===== config.mk =====
export PLATFORM = sky130hd
export DESIGN_NAME = qr_sched
export DESIGN_NICKNAME = d
export VERILOG_FILES = /design/src/rtl/qr_sched.sv
export SDC_FILE = /design/constraint.sdc
export NUM_CORES = 1
export LEC_CHECK = 0
export CAP_MARGIN = 5
export CORE_MARGIN = 5
export CORE_UTILIZATION = 52
export DETAILED_ROUTE_END_ITERATION = 12
export GPL_TIMING_DRIVEN = 1
export MAX_ROUTING_LAYER = met4
export PLACE_DENSITY = 0.81
export SETUP_SLACK_MARGIN = 0.15
export SYNTH_ARGS = -nofsm -noshare
export SYNTH_HDL_FRONTEND = slang
export SYNTH_SLANG_ARGS = --single-unit

===== constraint.sdc =====
create_clock -name i_clk -period 2.9 [get_ports i_clk]
set_clock_uncertainty 0.2 [all_clocks]
set_input_delay 0.87 -clock i_clk [delete_from_list [all_inputs] [get_ports i_clk]]
set_output_delay 0.87 -clock i_clk [all_outputs]
set_load 0.01 [all_outputs]

===== src/rtl/qr_sched.sv =====
// qr_sched: ping-pong scheduler for two QRD cores (load, start, in-order result readout)
// Optional feature macro: QR_SCHED_ERR_EN (sticky overrun flag; o_err tied to 0 otherwise)
// Ports:
//   i_clk        clock, all state on rising edge
//   i_rst_n      asynchronous active-low reset
//   i_trig       input sample valid this cycle
//   i_core_done  per-core QRD finish pulse (bit k = core k)
//   o_load_en    per-core sample-write enable (one-hot or zero, combinational)
//   o_buf_cnt    sample index within the matrix being loaded
//   o_start      per-core one-cycle compute-start pulse
//   o_out_sel    core whose results drive the outputs (next-to-read pointer)
//   o_rd_vld     one-cycle result-valid strobe
//   o_last_data  high with the final o_rd_vld of a frame
//   o_err        sticky overrun flag
module qr_sched #(
    parameter int SAMPLES_PER_MAT = 20,
    parameter int MATS_PER_FRAME  = 10
) (
    input  logic       i_clk,
    input  logic       i_rst_n,
    input  logic       i_trig,
    input  logic [1:0] i_core_done,
    output logic [1:0] o_load_en,
    output logic [4:0] o_buf_cnt,
    output logic [1:0] o_start,
    output logic       o_out_sel,
    output logic       o_rd_vld,
    output logic       o_last_data,
    output logic       o_err
);
    localparam int FW = (MATS_PER_FRAME > 1) ? $clog2(MATS_PER_FRAME) : 1;
    typedef enum logic [1:0] {EMPTY, LOADING, BUSY, HELD} st_t;
    st_t           r_st [2];
    st_t           w_st_nxt [2];
    logic          r_load_sel;
    logic          r_out_sel;
    logic          r_rd_vld;
    logic [4:0]    r_buf_cnt;
    logic [1:0]    r_start;
    logic [FW-1:0] r_frm;
    logic          w_acc;
    logic          w_last_smp;
    logic          w_nsel;
    // Gated by reset so the combinational enable stays low while reset is held.
    assign w_acc      = i_rst_n && i_trig && (r_st[r_load_sel] == EMPTY || r_st[r_load_sel] == LOADING);
    assign w_last_smp = w_acc && r_buf_cnt == 5'(SAMPLES_PER_MAT - 1);
    // Core that will be selected after this edge: the pointer moves past a core as it is read.
    assign w_nsel     = r_rd_vld ? ~r_out_sel : r_out_sel;
    assign o_load_en   = w_acc ? (r_load_sel ? 2'b10 : 2'b01) : 2'b00;
    assign o_buf_cnt   = r_buf_cnt;
    assign o_start     = r_start;
    assign o_out_sel   = r_out_sel;
    assign o_rd_vld    = r_rd_vld;
    assign o_last_data = r_rd_vld && r_frm == FW'(MATS_PER_FRAME - 1);
    always_comb begin
        for (int k = 0; k < 2; k++) begin
            w_st_nxt[k] = r_st[k];
            case (r_st[k])
                EMPTY, LOADING: if (w_acc && r_load_sel == 1'(k)) w_st_nxt[k] = w_last_smp ? BUSY : LOADING;
                BUSY:           if (i_core_done[k]) w_st_nxt[k] = HELD;
                HELD:           if (r_rd_vld && r_out_sel == 1'(k)) w_st_nxt[k] = EMPTY;
                default:        w_st_nxt[k] = r_st[k];
            endcase
        end
    end
    always_ff @(posedge i_clk or negedge i_rst_n) begin
        if (!i_rst_n) begin
            r_st[0]    <= EMPTY;
            r_st[1]    <= EMPTY;
            r_load_sel <= 1'b0;
            r_out_sel  <= 1'b0;
            r_rd_vld   <= 1'b0;
            r_buf_cnt  <= 5'd0;
            r_start    <= 2'b00;
            r_frm      <= '0;
        end else begin
            r_st[0] <= w_st_nxt[0];
            r_st[1] <= w_st_nxt[1];
            if (w_acc) r_buf_cnt <= w_last_smp ? 5'd0 : r_buf_cnt + 5'd1;
            if (w_last_smp) r_load_sel <= ~r_load_sel;
            r_start <= w_last_smp ? (r_load_sel ? 2'b10 : 2'b01) : 2'b00;
            // Looking at the next state lets a done pulse produce the strobe one cycle later.
            r_rd_vld <= w_st_nxt[w_nsel] == HELD;
            if (r_rd_vld) begin
                r_out_sel <= ~r_out_sel;
                r_frm     <= (r_frm == FW'(MATS_PER_FRAME - 1)) ? '0 : r_frm + 1'b1;
            end
        end
    end
`ifdef QR_SCHED_ERR_EN
    logic r_err;
    always_ff @(posedge i_clk or negedge i_rst_n) begin
        if (!i_rst_n) r_err <= 1'b0;
        else if (i_trig && !w_acc) r_err <= 1'b1;
    end
    assign o_err = r_err;
`else
    assign o_err = 1'b0;
`endif
endmodule


# Yosys cells after proc, flatten, opt, wreduce, memory -nomap -nowiden
# Index checks and enable logic that the tools add are counted.
# W data, S select, Z words.
# word_totals
register_bits	18
in_bits	5
out_inout_bits	13
# op_classes
add_sub_neg	2
magnitude_cmp	2
eq_ne	10
mux	21
n_bitwise	4
reduce_logical	14
# ops
operator	count
$mux W2	16
$pmux W2 S3	2
$eq A2 B2 Y1 const B	5
$logic_and A1 B1 Y1	8
$eq A2 B1 Y1 const B	3
$logic_not A2 Y1	3
$add A5 B1 Y5 const B	1
$eq A5 B5 Y1 const B	1
$mux W5	1
$add A4 B1 Y4 const B	1
$eq A4 B4 Y1 const B	1
$ge A2 B2 Y1 const B	2
$mux W4	1
$not A1 Y2	2
$reduce_or A2 Y1	2
$not A1 Y1	2
$logic_or A1 B1 Y1	1
$mux W1	1

# Depth between registers and ports, before layout
# Gate-level depths: netlist (run 1).
# depth
word_depth	15
ltp_mapped	5
depth_no_buf	5

# Worst setup path after synthesis (run 1)
# No wires, ideal clock.
# synth_timing
path_kind	input to output
startpoint	in i_rst_n
endpoint	out o_load_en[0]
arrival_ns	1.232
required_ns	1.830
setup_slack_ns	0.598
stages	2
n_path_buf	0
cell_sequence	nand2_1 -> nor3_1
# synth_between
elab_chain_cells	3
# synth_rtl
item	line	text
start, declared	20	input logic i_rst_n,
$logic_and A1 B1 Y1 (2 in a row)	45	assign w_acc = i_rst_n && i_trig && (r_st[r_load_sel] == EMPTY || r_st[r_load_sel] == LOADING);
$mux W2	49	assign o_load_en = w_acc ? (r_load_sel ? 2'b10 : 2'b01) : 2'b00;
end, declared	23	output logic [1:0] o_load_en,
# No other way between the ends.

# Worst setup path in the final report (run 1)
# layout_timing
startpoint	in i_trig
endpoint	out o_load_en[1]
# layout_between
elab_chain_cells	3
# layout_rtl
item	line	text
start, declared	21	input logic i_trig,
$logic_and A1 B1 Y1 (2 in a row)	45	
$mux W2	49	
# No other way between the ends.

==> key figures, run 1 <==
Global routing
  • Pin count of the biggest net entering global routing: 20
  • Vias in the first global route: ~690
  • GRT busiest layer: met2
  • Met3 Use GR: 0.0291
  • Routing usage on met1: 0.200
  • Routing usage on met2: 0.258
  • First-pass GRT wire length: between 3 and 4 mm
  • Antenna violations before repair: 0
  • GRT Total Usage: 0.161
  • Gr ovfl total: 0

Worst setup path
  • Reg2Reg Setup Slack: around 1.2 ns
  • Crit path from: i_trig
  • Worst endpoint required time: between 1.5 and 2 ns
  • Setup Crit Path Kind: in -> out
  • Critical Path End Type: output pin
  • RR Startpoint: o_buf_cnt[0]$_DFFE_PN0N_
  • CP peak stage delay: approximately 0.27 ns
  • Crit path cell chain: dlygate4sd2_1, and4b_2, clkdlybuf4s15_1
  • RR Endpoint: r_st[2]$_DFF_PN0_
  • CP max stage cell: dlygate4sd2_1
  • Worst Setup Start Kind: primary input
  • Setup crit end: o_load_en[1]
  • Crit Path Max Fanout: 4
  • Endpoint arrival time on the critical path: between 1.5 and 2 ns
  • Reg2reg path depth: 4

Placed design
  • Detailed Place HPWL: 1.30 mm
  • Cell count after placement: between 100 and 150
  • Placer Congestion: 0.794
  • Port Buf Inserts: 16
  • Placed cell areas: about 0.0011 mm²
  • DP Worst Slack: -0.387 ns

Finish
  • Area of the multi-input gates: between 300 and 400 µm²
  • Antenna diodes: 0
  • Syn-to-layout area delta: 26.8%
  • Final non-filler cell area: about 0.0011 mm²
  • Register area: 452 µm²
  • Layout cells sized above 1: 0.126
  • Layout fillers: ~120
  • Nets: 112
  • Post-Layout Cell Count: ~120

STA
  • # setup viols final: 0
  • Unrepaired setup endpoints after global routing: yes
  • Slew Viols, Final: 0
  • Maximum clock frequency: approximately 370 MHz
  • Final hold vios: 0
  • Min Tclk post-route: ~2.7 ns
  • Actual slew at the worst max-slew pin: about 0.54 ns
  • Worst setup margin: around 0.2 ns
  • Final Cycle Share: 0.929
  • Rel. slew slack: 0.635
  • Hold Slack: 0.322 ns

Power
  • VDD IR max: about 500 µV
  • Switching Share: 0.363
  • Part of the power in registers: 0.460
  • Comb pwr share: 0.395
  • Sw power: between 0.3 and 0.4 mW
  • PwrDens: approximately 960 mW/mm²
  • Internal power: around 0.67 mW
  • LEAKAGE: between 0.5 and 0.6 nW
  • Clk pwr share: 0.145

Clock network
  • Post-CTS Setup Inserts: 0
  • Clk slew on worst S/H paths: approximately 0.10 ns
  • Clock Tree Buf Depth: 2
  • TritonCTS buffer count: 3
  • Htree depth: 1
  • Worst-Skew Late Latency: 0.29 ns
  • Clk sinks: 18
  • CTS tree: yes
  • Clk root buf: clkbuf_4
  • Hold buffers post-CTS: 0
  • Resize count post-CTS: 8

Floorplan
  • Chip Height: ~51 µm
  • Row count: 14
  • Die Width: 50.8 µm
  • IO Pins: 18
  • Initial core utilization: 0.563
  • Core footprint: 0.00154 mm²
  • Die area: about 0.0026 mm²

Route
  • WL per Instance: about 14 µm
  • DRT Pass-1 Iters: 3
  • DRT iter0 DRCs: 5
  • ANT nets after route: 0
  • DR vias/cell: between 5 and 6
  • Vias: between 600 and 700
  • Final WL: 1.69 mm
  • DRC violations left: 0

Synth
  • Area contributors post-synth: dfrtp_1 52%, nor2b_1 5.1%, ha_1 4.3%, nand2_1 3.0%, o21ai_0 2.9%
  • Top FF cell, synth: dfrtp_1
  • Largest area contributor in the netlist: dfrtp_1
  • Commonest cells post-synth: 18 x dfrtp_1, 7 x nand2_1, 7 x nor2b_1
  • Post-synth top area share: 0.519
  • Netlist cell types: 27
  • Async set-reset flop share out of synthesis: 1.00
  • Syn Area/Cell: 10.7 µm²
  • Count leader, synth: dfrtp_1
  • Netlist Area Pre-Place: ~870 µm²
  • #FFs+latches synth: 18
  • Sequential element share of the synthesized area: 0.519
  • EDFF count, synth: 0
  • Synthesis Warnings: 0
  • Synth Net Count: approximately 90
  • Cell count after synthesis: 81

Min path
  • Worst hold path class: reg -> reg
  • Hold_sp: r_frm[0]$_DFFE_PN0P_

Run status
  • Run status: finished clean

Flow run
  • Max_cap viols: 0
power groups by stage:
stage / logic (mW) / clock network (mW) / registers (mW)
2_1_floorplan: 0.241 / 0 / 0.480
3_3_place_gp: 0.406 / 0 / 0.479
3_5_place_dp: 0.424 / 0 / 0.488
4_1_cts: 0.422 / 0.157 / 0.486
5_1_grt: 0.468 / 0.176 / 0.511
6_report: 0.416 / 0.152 / 0.485
final cells by class:
class / instances / share of cell area
Clock buffer: 4 / 0.0330
Inverter: 4 / 0.0137
Multi-Input combinational cell: 58 / 0.361
Sequential cell: 18 / 0.411
Tap cell: 16 / 0.0182
Timing Repair Buffer: 19 / 0.164
worst min path at each step:
| stage | end | slack (ns) | depth (start not counted) |
|---|---|---|---|
| after floorplan | r_frm[3]$_DFFE_PN0P_ | 0.27 | 2 |
| after global placement | r_frm[3]$_DFFE_PN0P_ | 0.29 | 2 |
| after detailed placement | r_frm[2]$_DFFE_PN0P_ | 0.32 | 1 |
| after CTS | r_frm[0]$_DFFE_PN0P_ | 0.34 | 1 |
| after global routing | r_frm[0]$_DFFE_PN0P_ | 0.38 | 1 |
| final | r_frm[0]$_DFFE_PN0P_ | 0.32 | 1 |
metrics by stage:
| stage | TNS [ns] | utilization | power, mW |
|---|---|---|---|
| 3_3_place_gp | -0.751 | 0.689 | 0.885 |
| 2_1_floorplan | 0 | - | 0.721 |
| 5_1_grt | 0 | 0.713 | 1.15 |
| 6_report | 0 | 0.713 | 1.05 |
| 4_1_cts | 0 | 0.712 | 1.06 |
| 3_5_place_dp | -0.760 | 0.689 | 0.912 |
placed cells by master, fill, tap and decap left out:
cell type and count:
dfrtp_1 17, o21ai_0 5, clkdlybuf4s50_1 11, nor4_1 1, o211ai_1 1, or4_1 1, xnor2_1 2, nand3_1 4
clkbuf_8 1, mux2_4 1, and4b_1 1, dlygate4sd2_1 2, nor2_1 4, nor2b_2 1, buf_4 3, a21o_1 3
nor3b_1 1, dfrtp_2 1, o31ai_1 2, xor2_1 2, ha_1 3, mux2_2 2, nand2_1 7, nand4bb_1 1
a31oi_1 1, nor3_1 4, inv_1 4, and4b_2 1, mux2i_1 2, a21oi_1 1, clkdlybuf4s15_1 3, clkbuf_4 3
nor2b_1 6, conb_1 1
flip-flops by register name (all words and copies together), names as in the netlist:
name and flops:
o_buf_cnt 5, r_frm 4, r_st 4, o_start 2
o_out_sel 1, o_rd_vld 1, r_load_sel 1
layer usage:
metal  vias up  part of all wire
met4         0            0.0095
met3         2             0.031
met1       325              0.45
met2        10              0.51
met5         -                 0
li1        331                 -
kinds of logic (layout without fill, tap and decap cells):
logic type / count (synthesis) / in the layout / synth area share
buffers and inverters: 5 / 27 / 0.0260
DFF: 18 / 18 / 0.519
adders and majority gates: 3 / 3 / 0.0433
xor gates and xnor gates: 4 / 4 / 0.0404
and+or+nand+nor: 32 / 32 / 0.206
AOI/OAI and AO/OA: 13 / 13 / 0.0938
muxes: 5 / 5 / 0.0664
other: 1 / 1 / 0.00432
critical path, delay by kind of cell:
kind | cells | cell delay, ns
buffers and inverters | 2 | 0.51
and+or+nand+nor | 1 | 0.25
Note: power is estimated with default switching activity, not from simulation.
==> run 2, diff against run 1 <==
--- a/config.mk
+++ b/config.mk
@@ -11,7 +11,7 @@
 export DETAILED_ROUTE_END_ITERATION = 12
 export GPL_TIMING_DRIVEN = 1
 export MAX_ROUTING_LAYER = met4
-export PLACE_DENSITY = 0.81
+export PLACE_DENSITY_LB_ADDON = 0.05
 export SETUP_SLACK_MARGIN = 0.15
 export SYNTH_ARGS = -nofsm -noshare
 export SYNTH_HDL_FRONTEND = slang
==> key figures, run 2 (synthesis results as in run 1) <==
Floorplan
  • Row count: 14
  • Initial core utilization: 0.563
  • Die Width: 50.8 µm
  • Core footprint: ~0.0015 mm²
  • Chip Height: 50.8 µm
  • IO Pins: 18
  • Die area: approximately 0.0026 mm²

Finish
  • Nets: 114
  • Layout cells sized above 1: 0.181
  • Antenna diodes: 0
  • Syn-to-layout area delta: 28.6%
  • Commonest non-fill, non-tap cells in the layout: 17 x dfrtp_1, 11 x clkdlybuf4s50_1, 6 x nand2_1, 6 x nor2b_1
  • Max reg flops: 5
  • Commonest non-fill, non-tap cell in the layout: dfrtp_1
  • Area of the multi-input gates: 404 µm²
  • Register area: 452 µm²
  • Layout fillers: approximately 120

STA
  • Slew Viols, Final: 0
  • Unrepaired setup endpoints after global routing: no
  • Rel. slew slack: 0.570
  • Worst setup margin: approximately 0.29 ns
  • # setup viols final: 0
  • Maximum clock frequency: 382 MHz
  • Setup_tns: 0 ns
  • Min Tclk post-route: around 2.6 ns
  • Actual slew at the worst max-slew pin: around 0.64 ns
  • Final Cycle Share: 0.902
  • Final hold vios: 0

Power
  • Total Power: around 1.1 mW
  • Internal power: 0.674 mW
  • LEAKAGE: ~0.54 nW
  • Clk pwr share: 0.142
  • Sw power: 0.396 mW
  • Part of the power in registers: 0.459
  • VDD IR max: 528 µV
  • Switching Share: 0.370
  • Comb pwr share: 0.398
  • PwrDens: 960 mW/mm²

Clock network
  • Clk sinks: 18
  • Worst-Skew Late Latency: slightly below 0.3 ns
  • Hold buffers post-CTS: 0
  • TritonCTS buffer count: 3
  • Clk root buf: clkbuf_4
  • Clock Tree Buf Depth: 2
  • Clk slew on worst S/H paths: around 0.10 ns
  • Htree depth: 1
  • CTS tree: yes

Worst setup path
  • Worst endpoint required time: between 1.5 and 2 ns
  • Endpoint arrival time on the critical path: 1.54 ns
  • Crit Path Max Fanout: 3
  • Reg2Reg Setup Slack: roughly 1.0 ns
  • Worst Setup Start Kind: primary input
  • Setup Crit Path Kind: in -> out
  • Critical Path End Type: output pin

Global routing
  • Gr ovfl total: 0
  • Antenna violations before repair: 0
  • Vias in the first global route: 700
  • GRT Total Usage: 0.163
  • Pin count of the biggest net entering global routing: 21
  • First-pass GRT wire length: about 3.2 mm

Route
  • WL per Instance: roughly 15 µm
  • DRC violations left: 0
  • Vias: between 600 and 700
  • DRT Pass-1 Iters: 4
  • DRT iter0 DRCs: 9
  • DR vias/cell: 5.47
  • ANT nets after route: 0
  • Final WL: between 1.5 and 2 mm

Flow run
  • Max_cap viols: 0

Placed design
  • Detailed Place HPWL: between 1 and 1.5 mm
  • Port Buf Inserts: 16
  • DP Worst Slack: -0.399 ns
  • Placer Congestion: 0.731

Run status
  • Run status: finished clean

Min path
  • Worst hold path class: reg -> reg
-- run 2: per-layer routing --
metal  vias to the layer above  wire length [µm]  part of all wire  track usage
li1                        329                 -                 -            -
met2                        13               910              0.52        0.277
met5                         -                 0                 0            -
met4                         0                13            0.0074       0.0511
met1                       318               762              0.43        0.190
met3                         2                69             0.039       0.0378
-- run 2: metrics by stage --
step / hold slack, ns / instances / cell area, µm² / util
finish: 0.331 / 121 / 1110 / 0.723
CTS: 0.338 / 121 / 1110 / 0.722
floorplan: 0.271 / 81 / 867 / -
global route: 0.371 / 121 / 1110 / 0.723
global placement: 0.289 / 116 / 1070 / 0.694
detailed placement: 0.308 / 116 / 1070 / 0.694
-- run 2: final timing paths --
kind / from / depth (start not counted) / endpoint
min reg2reg: r_frm[0]$_DFFE_PN0P_ / 1 / r_frm[0]$_DFFE_PN0P_
max in group asynchronous: i_rst_n / 2 / o_rd_vld$_DFF_PN0_
min: r_frm[0]$_DFFE_PN0P_ / 1 / r_frm[0]$_DFFE_PN0P_
max reg2reg: o_buf_cnt[1]$_DFFE_PN0N_ / 4 / r_st[2]$_DFF_PN0_
min in group asynchronous: i_rst_n / 2 / r_frm[3]$_DFFE_PN0P_
max: i_rst_n / 3 / o_load_en[1]
-- run 2: power by group through the flow --
stage	combinational, mW	clock, mW	sequential [mW]
5_1_grt	0.480	0.168	0.512
6_report	0.426	0.152	0.492
3_5_place_dp	0.422	0	0.489
2_1_floorplan	0.241	0	0.480
4_1_cts	0.432	0.156	0.491
3_3_place_gp	0.408	0	0.478
-- run 2: worst max-delay path, cell delays in order --
cell and delay, ns:
dlygate4sd2_1 0.29, and4b_2 0.26, buf_2 0.13
-- run 2: area by class of cell --
cell class | count | share of cell area
timing repair buffer | 21 | 0.168
tap | 16 | 0.0180
multi-input combinational | 58 | 0.363
clock buffer | 4 | 0.0325
sequential | 18 | 0.405
inverter | 4 | 0.0135
-- run 2: what timing repair did --
item	4_1_cts	5_1_grt
pin swaps	0	0
buffers inserted	1	0
setup endpoints to repair	3	1
resized for setup	14	1
